**src/rtl/lmc_sum_if.sv**
```systemverilog
// rtl/lmc_sum_if.sv - read port between lmc_sum and the LMC word RAM
interface lmc_sum_if #(
   parameter int ADDR_WIDTH = 2,
   parameter int DATA_WIDTH = 4
);
   logic [ADDR_WIDTH-1:0] rd_addr;
   logic [DATA_WIDTH-1:0] rd_data;

   modport master (output rd_addr, input rd_data);
   modport slave  (input rd_addr, output rd_data);
endinterface

```
**src/rtl/lmc_sum.sv**
```systemverilog
// rtl/lmc_sum.sv - walks the LMC word RAM, summing words and tracking the maximum
module lmc_sum #(
   parameter int ADDR_WIDTH = 2,
   parameter int DATA_WIDTH = 4,
   parameter int ACC_WIDTH  = 8
) (
   input  logic                  timer555,
   input  logic                  reset_n,
   input  logic                  start,
   lmc_sum_if.master             ram,
   output logic [ACC_WIDTH-1:0]  acc,
   output logic [DATA_WIDTH-1:0] max_val,
   output logic                  busy,
   output logic                  done,
   output logic                  overflow
);
   typedef enum logic [1:0] {IDLE, RUN, DONE} state_t;

   localparam logic [ADDR_WIDTH-1:0] LAST_ADDR = '1;

   state_t                  state_q;
   logic                    s1_q, s2_q, s3_q;
   logic [ADDR_WIDTH-1:0]   index_q;
   logic [ACC_WIDTH-1:0]    acc_q;
   logic [DATA_WIDTH-1:0]   max_q;
   logic                    ovf_q;
   logic                    go;
   logic [ACC_WIDTH:0]      sum_d;

   assign go    = s2_q & ~s3_q;
   // One extra bit on the adder captures the carry-out for the sticky overflow.
   assign sum_d = {1'b0, acc_q} + {{(ACC_WIDTH + 1 - DATA_WIDTH){1'b0}}, ram.rd_data};

   always_ff @(posedge timer555 or negedge reset_n) begin
      if (!reset_n) begin
         state_q <= IDLE;
         s1_q    <= 1'b0;
         s2_q    <= 1'b0;
         s3_q    <= 1'b0;
         index_q <= '0;
         acc_q   <= '0;
         max_q   <= '0;
         ovf_q   <= 1'b0;
      end else begin
         s1_q <= start;
         s2_q <= s1_q;
         s3_q <= s2_q;
         case (state_q)
            IDLE: begin
               if (go) begin
                  acc_q   <= '0;
                  max_q   <= '0;
                  ovf_q   <= 1'b0;
                  index_q <= '0;
                  state_q <= RUN;
               end
            end
            RUN: begin
               acc_q   <= sum_d[ACC_WIDTH-1:0];
               ovf_q   <= ovf_q | sum_d[ACC_WIDTH];
               if (ram.rd_data > max_q) begin
                  max_q <= ram.rd_data;
               end
               index_q <= index_q + 1'b1;
               if (index_q == LAST_ADDR) begin
                  state_q <= DONE;
               end
            end
            DONE:    state_q <= IDLE;
            default: state_q <= IDLE;
         endcase
      end
   end

   assign busy        = (state_q == RUN);
   assign done        = (state_q == DONE);
   assign ram.rd_addr = busy ? index_q : '0;
   assign acc         = acc_q;
   assign max_val     = max_q;
   assign overflow    = ovf_q;
endmodule

```
**src/flat_wrapper.sv**
```systemverilog
// flat-port wrapper written by rule: the top's interface ports become plain ports
module lmc_sum_flat 
#(
   parameter int ADDR_WIDTH = 2,
   parameter int DATA_WIDTH = 4,
   parameter int ACC_WIDTH  = 8
)
  (timer555, reset_n, start, acc, max_val, busy, done, overflow, ram_rd_addr, ram_rd_data);
  lmc_sum_if #(.ADDR_WIDTH(ADDR_WIDTH), .DATA_WIDTH(DATA_WIDTH)) ram_i ();
  input  logic timer555;
  input  logic reset_n;
  input  logic start;
  output logic [ACC_WIDTH-1:0] acc;
  output logic [DATA_WIDTH-1:0] max_val;
  output logic busy;
  output logic done;
  output logic overflow;
  output wire logic [$bits(ram_i.rd_addr)-1:0] ram_rd_addr;
  input wire logic [$bits(ram_i.rd_data)-1:0] ram_rd_data;
  assign ram_rd_addr = ram_i.rd_addr;
  assign ram_i.rd_data = ram_rd_data;
  lmc_sum #(.ADDR_WIDTH(ADDR_WIDTH), .DATA_WIDTH(DATA_WIDTH), .ACC_WIDTH(ACC_WIDTH)) u_core (.timer555(timer555), .reset_n(reset_n), .start(start), .ram(ram_i), .acc(acc), .max_val(max_val), .busy(busy), .done(done), .overflow(overflow));
endmodule
```
**config.mk**
```make
export PLATFORM = sky130hd
export DESIGN_NAME = lmc_sum_flat
export DESIGN_NICKNAME = d
export VERILOG_FILES = /design/src/rtl/lmc_sum_if.sv /design/src/rtl/lmc_sum.sv /design/src/flat_wrapper.sv
export SDC_FILE = /design/constraint.sdc
export NUM_CORES = 1
export LEC_CHECK = 0
export ABC_AREA = 1
export CAP_MARGIN = 25
export CORE_ASPECT_RATIO = 1.75
export CORE_UTILIZATION = 50
export DETAILED_ROUTE_END_ITERATION = 8
export PLACE_DENSITY = 0.78
export SKIP_LAST_GASP = 1
export SYNTH_ARGS = -nofsm -noshare
export SYNTH_HDL_FRONTEND = slang
export SYNTH_SLANG_ARGS = --single-unit
```
**constraint.sdc**
```tcl
create_clock -name timer555 -period 4.5 [get_ports timer555]
set_clock_uncertainty 0.15 [all_clocks]
set_input_delay 1.125 -clock timer555 [delete_from_list [all_inputs] [get_ports timer555]]
set_output_delay 1.125 -clock timer555 [all_outputs]
set_load 0.01 [all_outputs]
```
==> impl_metrics.ini <==
[cts]
cts_resized = 0
ctsHtreeMaxLevel = 1
clk_pin_slew_ns = 0.11
hold_buffers = 0
cts_setup_buffers = 0
clk_latency_ns = 0.32
cts_buffers = 3
cts-root-buf = clkbuf_4
clock_path_buffers = 2
cts_tree = done
clock-sinks = 20

[worst_setup_path]
ff2ff_setup_slack_ns = 2.78
critPathMaxFanout = 13
critPathRequiredTime_ns = 3.22
r2r_cells = 6
arrival_ns = 1.72
end_kind = primary output
r2r-start = u_core.acc[0]
reg2reg_to = u_core.acc[4]
start_kind = flop
critPathKind = flop to primary output

[cells_and_area]
final_cells = 191
nFillCells = 195
layout.nets = 185
final_layout_size_suffix_gt1_frac = 0.08982
area_growth_syn_to_layout_pct = 26.25
final_util = 0.6842
diodes = 0

[floorplan]
die_y_um = 65.41
io_pins = 24
dieArea_sq_um = 2500
fp.dieW_um = 38.23
core_area_sq_um = 2120
initial_utilization = 0.5419
rows = 22

[global_route]
overflow = 0
antenna_found_initial = 0
grt_pass1_wl_mm = 3.891
grt_usage = 0.2231
first_global_vias = 950
grt_max_degree = 21

[power]
max-vdd-ir-drop_uv = 390.7
p_comb_frac = 0.528
power.switching_w = 0.0004042
seq_power_share = 0.317
internal_power_w = 0.0005675
power_frac_clock = 0.155
leakage_nw = 0.7452
power_w = 0.0009717
powerDensity_nw_per_um2 = 670.1
swShare = 0.4159

[timing]
fmax_ghz = 0.3336
worst_slew_pin_slew_ns = 0.9070
period_minus_slack_ns = 2.997
slew_headroom = 0.3934
setup_tns_ns = 0
slew_violations = 0
period_share = 0.6661
final-hold-violation-count = 0
finalSetupViolCount = 0
rsz0062_at_grt = false

[place]
port_buffers = 23
dp_hpwl_mm = 1.847
gp_congestion = 0.8197
dp.cells = 187

[min_path]
holdCritStartpoint = u_core.s1_q
hp-class = flop to flop
worstHoldPathCells = 0
min_to = u_core.s2_q

[drt]
vias = 1017
first_iter_violations = 15
drc = 0
drtPass1Iterations = 4
postRouteAntennaNets = 0
wl_mm = 2.414
viasPerCell = 5.325
wl_per_cell_um = 12.64

[job]
drv_cap = 0

[synth]
yosys-top-cells-area = dfrtp_1, nand2_1, ha_1
synth_cell_types = 18
synth_sequential_area_ratio = 0.4357
ys_ff_latch = 20
netlist.area_leader.share = 0.4357
synthesis.nets = 158
synth_cells = 141
yosysTopAreaCell = dfrtp_1
yosysWarnings = 0
avgSynthCellArea_sq_um = 8.146
syn-cell-area_sq_um = 1149

[run_status]
outcome = finished clean
routing by layer:
metal	GRT usage	routed length (um)	vias to the layer above
met5	0	0	-
met4	0.1205	72	0
met3	0.03378	107	7
met2	0.4089	1282	29
met1	0.2217	951	477
li1	-	-	504
power groups by stage:
stage | clock network [W] | logic (W) | registers, W
global route | 0.000160 | 0.000572 | 0.000317
CTS | 0.000154 | 0.000518 | 0.000309
finish | 0.000151 | 0.000513 | 0.000308
floorplan | 0 | 0.000307 | 0.000323
global placement | 0 | 0.000499 | 0.000311
detailed placement | 0 | 0.000515 | 0.000313
cells in the final DEF (no fill, tap or decap), types with 2 or more instances in the layout:
cell type / Yosys / final
nand4_1: 5 / 5
nand3_1: 16 / 16
a22o_2: 2 / 2
o21ai_0: 5 / 5
inv_2: 3 / 3
inv_1: 21 / 21
ha_1: 9 / 9
dfrtp_1: 20 / 20
clkdlybuf4s50_1: 0 / 23
nand2_2: 2 / 2
clkbuf_4: 0 / 3
nand2_1: 37 / 37
nor2_1: 9 / 9
a21oi_1: 5 / 5
nand2_4: 2 / 2
worst max-delay path by stage:
stage / to / start
CTS: busy / u_core.state_q[1]
finish: busy / u_core.state_q[1]
detailed placement: u_core.acc[6] / ram_rd_data[0]
global route: busy / u_core.state_q[1]
global placement: u_core.acc[6] / ram_rd_data[0]
floorplan: u_core.acc[6] / ram_rd_data[0]
worst max-delay path: stages (launching register included):
cell and delay [ns]:
dfrtp_1 0.42, inv_2 0.11, nand2_4 0.09, inv_2 0.20, clkdlybuf4s50_1 0.58
state kept, by name (all words and copies together) (netlist names):
| signal | count |
|---|---|
| u_core.acc | 8 |
| u_core.s3_q | 1 |
| u_core.max_val | 4 |
| u_core.index_q | 2 |
| u_core.overflow | 1 |
| u_core.s2_q | 1 |
| u_core.s1_q | 1 |
| u_core.state_q | 2 |
per-stage QoR:
step	instance area, sq um	setup WS [ns]	hold slack [ns]
floorplan	1149	2.166	0.1812
global placement	1398	1.645	0.1833
detailed placement	1398	1.565	0.1855
CTS	1450	1.499	0.2136
global route	1450	1.443	0.2165
finish	1450	1.503	0.2113
cells in the mapped netlist:
master	number
nor2_1	9
nand3_1	16
nand2_4	2
dfrtp_1	20
nor2_2	1
ha_1	9
a22o_2	2
buf_6	1
inv_1	21
o21ai_0	5
nand3b_1	1
inv_2	3
nand4_1	5
a21oi_1	5
nand2_1	37
fa_1	1
nor2_4	1
nand2_2	2
kinds of logic (layout without fill, tap and decap cells):
kind of cell | Yosys count | in the layout | share of synthesized area
buffers and inverters | 25 | 51 | 0.08824
DFF | 20 | 20 | 0.4357
adders and majority gates | 10 | 10 | 0.1155
and+or+nand+nor | 74 | 74 | 0.2996
AOI/OAI and AO/OA | 12 | 12 | 0.06100
final cells by class:
type	count	area [sq um]	share of cell area
multi-input combinational	96	546.8	0.3770
sequential	20	500.5	0.3451
timing repair buffer	23	230.2	0.1588
inverter	24	90.09	0.06212
clock inverter	1	30.03	0.02071
tap	24	30.03	0.02071
clock buffer	3	22.52	0.01553
No activity file was read; power rests on OpenSTA's default activity.
==> RTL change 1 (same flow settings) <==
`ADDR_WIDTH` is set to 2 in 3 places; all go to 1.
--- a/src/rtl/lmc_sum_if.sv
+++ b/src/rtl/lmc_sum_if.sv
@@ -1,6 +1,6 @@
 // rtl/lmc_sum_if.sv - read port between lmc_sum and the LMC word RAM
 interface lmc_sum_if #(
-   parameter int ADDR_WIDTH = 2,
+   parameter int ADDR_WIDTH = 1,
    parameter int DATA_WIDTH = 4
 );
    logic [ADDR_WIDTH-1:0] rd_addr;
--- a/src/rtl/lmc_sum.sv
+++ b/src/rtl/lmc_sum.sv
@@ -1,6 +1,6 @@
 // rtl/lmc_sum.sv - walks the LMC word RAM, summing words and tracking the maximum
 module lmc_sum #(
-   parameter int ADDR_WIDTH = 2,
+   parameter int ADDR_WIDTH = 1,
    parameter int DATA_WIDTH = 4,
    parameter int ACC_WIDTH  = 8
 ) (
--- a/src/flat_wrapper.sv
+++ b/src/flat_wrapper.sv
@@ -1,7 +1,7 @@
 // flat-port wrapper written by rule: the top's interface ports become plain ports
 module lmc_sum_flat 
 #(
-   parameter int ADDR_WIDTH = 2,
+   parameter int ADDR_WIDTH = 1,
    parameter int DATA_WIDTH = 4,
    parameter int ACC_WIDTH  = 8
 )
Interface: changed (resized ram_rd_addr); port bits go from 24 to 23. No check against the original RTL was run, so the function may have changed too.
==> RTL change 1 against the original RTL <==
Wire length is 6.7% lower; design area is 6.0% lower; die area is 4.4% lower; total power is 15% lower; setup slack worse by 0.087 ns; sequential power is 5% lower; sequential cell count is 1 lower; synthesized area is 4.6% lower; global-route usage is 0.25 points higher; non-clock buffer count is 1 lower; critical path type unchanged; largest cell class unchanged.
==> RTL change 1: results (changes against the original RTL) <==
By area the synthesized netlist is led by sky130_fd_sc_hd__dfrtp_1, sky130_fd_sc_hd__nand2_1, sky130_fd_sc_hd__ha_1. The commonest cells after synthesis are sky130_fd_sc_hd__nand2_1, sky130_fd_sc_hd__dfrtp_1, sky130_fd_sc_hd__inv_1. The half-perimeter wire length after detailed placement was 1768 um (-4.3%).

The leakage component of the power came out at 0.7188 nW (-3.5%). The share of synthesized area occupied by flip-flops and latches is 0.4338 (-0.001940). The number of antenna cells inserted is 0 (unchanged).

The via count of the first global-routing pass came out at 918 (-3.4%). The length of routed met3 wiring came out at 98 um (-8.4%). The share of layout cells above drive strength 1 came out at 0.06098 (-0.02884). In this design, the largest share of critical-path delay is due to buffers and inverters. The number of inserted filler cells in the final layout came out at 191 (-2.1%). The net count reported at finish was 181 (-2.2%). The post-CTS resize count came out at 0 (unchanged). The weighted congestion reported at the end of routability-driven placement is 0.7848 (-4.3%). The maximum fanout along the worst path was 11 (-2).

The flip-flop count of the largest register after layout came out at 8 (unchanged). The met2 wire length came out at 1185 um (-7.6%). The cell with the largest stage delay on the worst path is sky130_fd_sc_hd__clkdlybuf4s50_1.

The mean instance size in the synthesized netlist is 7.885 um^2 (-3.2%). The switching share of total power came out at 0.4310 (+0.01506). Tracing the worst setup path back leads to its startpoint at u_core.state_q[1]. The per-cell routed wire length came to 11.98 um (-5.2%). The total nets after synthesis came out at 155 (-1.9%). The mean number of vias per cell is 5.293 (-0.60%). The pin count of the biggest net entering global routing is 20 (-4.8%). The flow ran to the end, and the final reports show no timing, DRC or antenna violations. The number of buffers on the longest clock path came out at 2 (unchanged).

The depth of the CTS H-tree is 1 (unchanged). The minimum setup slack after placement came out at 1.514 ns (-0.05034 ns). The signal arrival time at the worst endpoint is 1.81 ns (+0.09 ns). The number of flops mapped to enable cells by yosys came out at 0 (unchanged). The total iterations of the first detailed-routing run came to 4 (unchanged).

The initial detailed-routing violation count came out at 22 (+7). Routed signal wires occupy layers up through met4. The instance area at placement came to 0.001335 mm^2 (-4.5%).

The proportion of synthesized flip-flops having asynchronous set or reset is 1.000 (unchanged). The TritonCTS buffer count came out at 3 (unchanged). The critical path's largest stage delay is 0.56 ns (-0.02 ns).

The routed via count was 995 (-2.2%). The startpoint of the worst register-to-register path is u_core.acc[0]. The total routed wire length on the met1 layer is 922 um (-3.0%).

The peak supply drop is 369.0 uV (-5.5%). The overall fraction of global-route tracks in use was 0.2256 (+0.002519). The number of different library cells in the post-synthesis netlist is 21 (+3). The relative slew slack is 0.4423 (+0.04889). The count of port buffers added during placement was 22 (-4.3%).
## RTL change 1: power by group through the flow
stage	clock network (W)	registers [W]	logic [W]
2_1_floorplan	0	0.000306	0.000253
3_3_place_gp	0	0.000292	0.000429
3_5_place_dp	0	0.000295	0.000443
4_1_cts	0.0000895	0.000292	0.000445
5_1_grt	0.0000971	0.000301	0.000498
6_report	0.0000889	0.000292	0.000441
## RTL change 1: final cells by class
cell class                 instances  area, um^2  share of cell area
inverter                          20       75.07             0.05510
sequential                        19       475.5              0.3489
clock buffer                       3       22.52             0.01653
clock inverter                     1       5.005            0.003673
tap                               24       30.03             0.02204
timing repair buffer              22       220.2              0.1616
multi-input combinational         99       534.3              0.3921
## RTL change 1: final timing paths
kind	end	slack, ns	cells after the start
setup reg to reg	u_core.overflow	2.68	6
hold / removal	u_core.s2_q	0.22	0
setup / recovery	busy	1.42	4
hold reg to reg	u_core.s2_q	0.22	0
min in group asynchronous	u_core.overflow	1.13	1
max in group asynchronous	u_core.max_val[2]	2.55	1
## RTL change 1: cells by family (layout without fill, tap and decap cells)
logic type / after synthesis / in the layout / share of synthesized area
compound gates: 11 / 11 / 0.05936
xor+xnor: 1 / 1 / 0.007992
fa+ha+maj: 9 / 9 / 0.1096
buf+inv: 21 / 46 / 0.07876
flops: 19 / 19 / 0.4338
simple gates: 78 / 78 / 0.3105
## RTL change 1: layer usage
metal,GRT usage,up-vias
met5,0,-
met4,0.09722,0
met3,0.03125,5
met2,0.3860,26
met1,0.2691,467
li1,-,497
==> RTL change 2 (same settings) <==
Made on the original files. Encoding of `state_t`: now one-hot (3 bits for 3 states).
--- a/src/rtl/lmc_sum.sv
+++ b/src/rtl/lmc_sum.sv
@@ -14,7 +14,7 @@
    output logic                  done,
    output logic                  overflow
 );
-   typedef enum logic [1:0] {IDLE, RUN, DONE} state_t;
+   typedef enum logic [2:0] {IDLE = 3'b001, RUN = 3'b010, DONE = 3'b100} state_t;
 
    localparam logic [ADDR_WIDTH-1:0] LAST_ADDR = '1;
 
Formal check against the unedited RTL: same outputs for any inputs over 10 cycles, from zero or initial values and one cycle with reset_n low; not proved beyond that.
==> RTL change 2 against the original RTL <==
Wire length up 2.2%; design area up 5.4%; synthesized area up 8.0%; sequential cell count up 1; setup slack worse by 0.17 ns; maximum frequency down 5.3%.
Power is not compared: it rests on default switching activity, and its combinational part moved more than twofold at a synthesized area within 25%.
==> RTL change 2: results (changes against the original RTL) <==
The pin count of the biggest net entering global routing is 22 (+4.8%). The overall fraction of global-route tracks in use came to 0.2335 (+0.01040). The half-perimeter wire length after detailed placement came to 1920 um (+4.0%). The routed via count came to 1034 (+1.7%). After synthesis, the most frequently instantiated cells are sky130_fd_sc_hd__nand2_1, sky130_fd_sc_hd__inv_1, sky130_fd_sc_hd__dfrtp_1. The complex-gate fraction of the synthesized area came out at 0.03935 (-0.02165).

The setup slack of the most critical reg-to-reg path came out at 2.76 ns (-0.02 ns). The post-synthesis share of cell area spent on xor and xnor gates is 0.007064 (+0.007064). The clock tree root buffer cell is sky130_fd_sc_hd__clkbuf_8. The total nets after synthesis is 170 (+7.6%).

The pin slew with the least headroom to its limit came out at 0.9294 ns (+0.02239 ns). The first-pass GRT wire length was 4312 um (+11%). The initial detailed-routing violation count came to 24 (+9). The endpoint identified for the worst register-to-register timing path is u_core.acc[6]. The instance area at placement is 0.001483 mm^2 (+6.1%). The total iterations of the first detailed-routing run came out at 5 (+1). The maximum fanout along the worst path came out at 12 (-1). The per-cell routed wire length came out at 12.15 um (-3.9%).

The mean number of vias per cell came out at 5.094 (-4.3%). The number of different library cells in the post-synthesis netlist came out at 26 (+8). The clock input transition at the sequential cells of the worst setup and hold paths came out at 0.08 ns (-0.03 ns). The weighted congestion reported at the end of routability-driven placement came out at 0.8115 (-1.0%). The share of synthesized area occupied by flip-flops and latches came out at 0.4248 (-0.01091). The minimum setup slack after placement came out at 1.566 ns (+0.001380 ns). The flow ran to the end, and the final reports show no timing, DRC or antenna violations. The number of inserted filler cells in the final layout came out at 194 (-0.51%). The net count reported at finish is 196 (+5.9%).

The worst slack on hold paths is 0.2031 ns (-0.008264 ns). The worst reg2reg path depth came out at 8 (+2). The signal arrival time at the worst endpoint is 1.89 ns (+0.17 ns).

The mean instance size in the synthesized netlist came out at 8.104 um^2 (-0.51%). The post-synthesis cell count was 153 (+8.5%).
## RTL change 2: changes by cell type in the layout (fill, tap and decap cells not counted), moves of 2 or more
| cell | unedited run | this run |
|---|---|---|
| sky130_fd_sc_hd__a22o_2 | 2 | 0 |
| sky130_fd_sc_hd__nand2_1 | 37 | 50 |
| sky130_fd_sc_hd__inv_1 | 21 | 25 |
| sky130_fd_sc_hd__clkbuf_4 | 3 | 0 |
| sky130_fd_sc_hd__a21oi_1 | 5 | 2 |
| sky130_fd_sc_hd__o21ai_1 | 0 | 2 |
| sky130_fd_sc_hd__nand4_1 | 5 | 0 |
| sky130_fd_sc_hd__nand3_1 | 16 | 12 |
| sky130_fd_sc_hd__nor2_1 | 9 | 11 |
| sky130_fd_sc_hd__clkbuf_8 | 0 | 3 |
## RTL change 2: metal layers
metal,GRT usage,wire length (um),up-vias
li1,-,-,517
met1,0.2817,1035,484
met2,0.3832,1282,25
met3,0.03571,67,8
met4,0.1250,81,0
met5,0,0,-
## RTL change 2: area by class of cell
| type | instances | area (um^2) | area share |
|---|---|---|---|
| flip-flops and latches | 21 | 526.8 | 0.3445 |
| multi-input cells | 102 | 586.8 | 0.3838 |
| well taps | 25 | 31.28 | 0.02046 |
| inverters | 28 | 107.6 | 0.07038 |
| repair buffers | 23 | 230.2 | 0.1506 |
| clock inverters | 1 | 5.005 | 0.003273 |
| clock buffers | 3 | 41.29 | 0.02700 |
## RTL change 2: worst max path at each step
stage,start,to,slack [ns]
finish,u_core.state_q[2],busy,1.34
global route,u_core.state_q[2],busy,1.22
CTS,u_core.state_q[2],busy,1.35
detailed placement,ram_rd_data[0],u_core.acc[6],1.57
global placement,ram_rd_data[0],u_core.acc[6],1.60
floorplan,ram_rd_data[0],u_core.acc[6],2.10
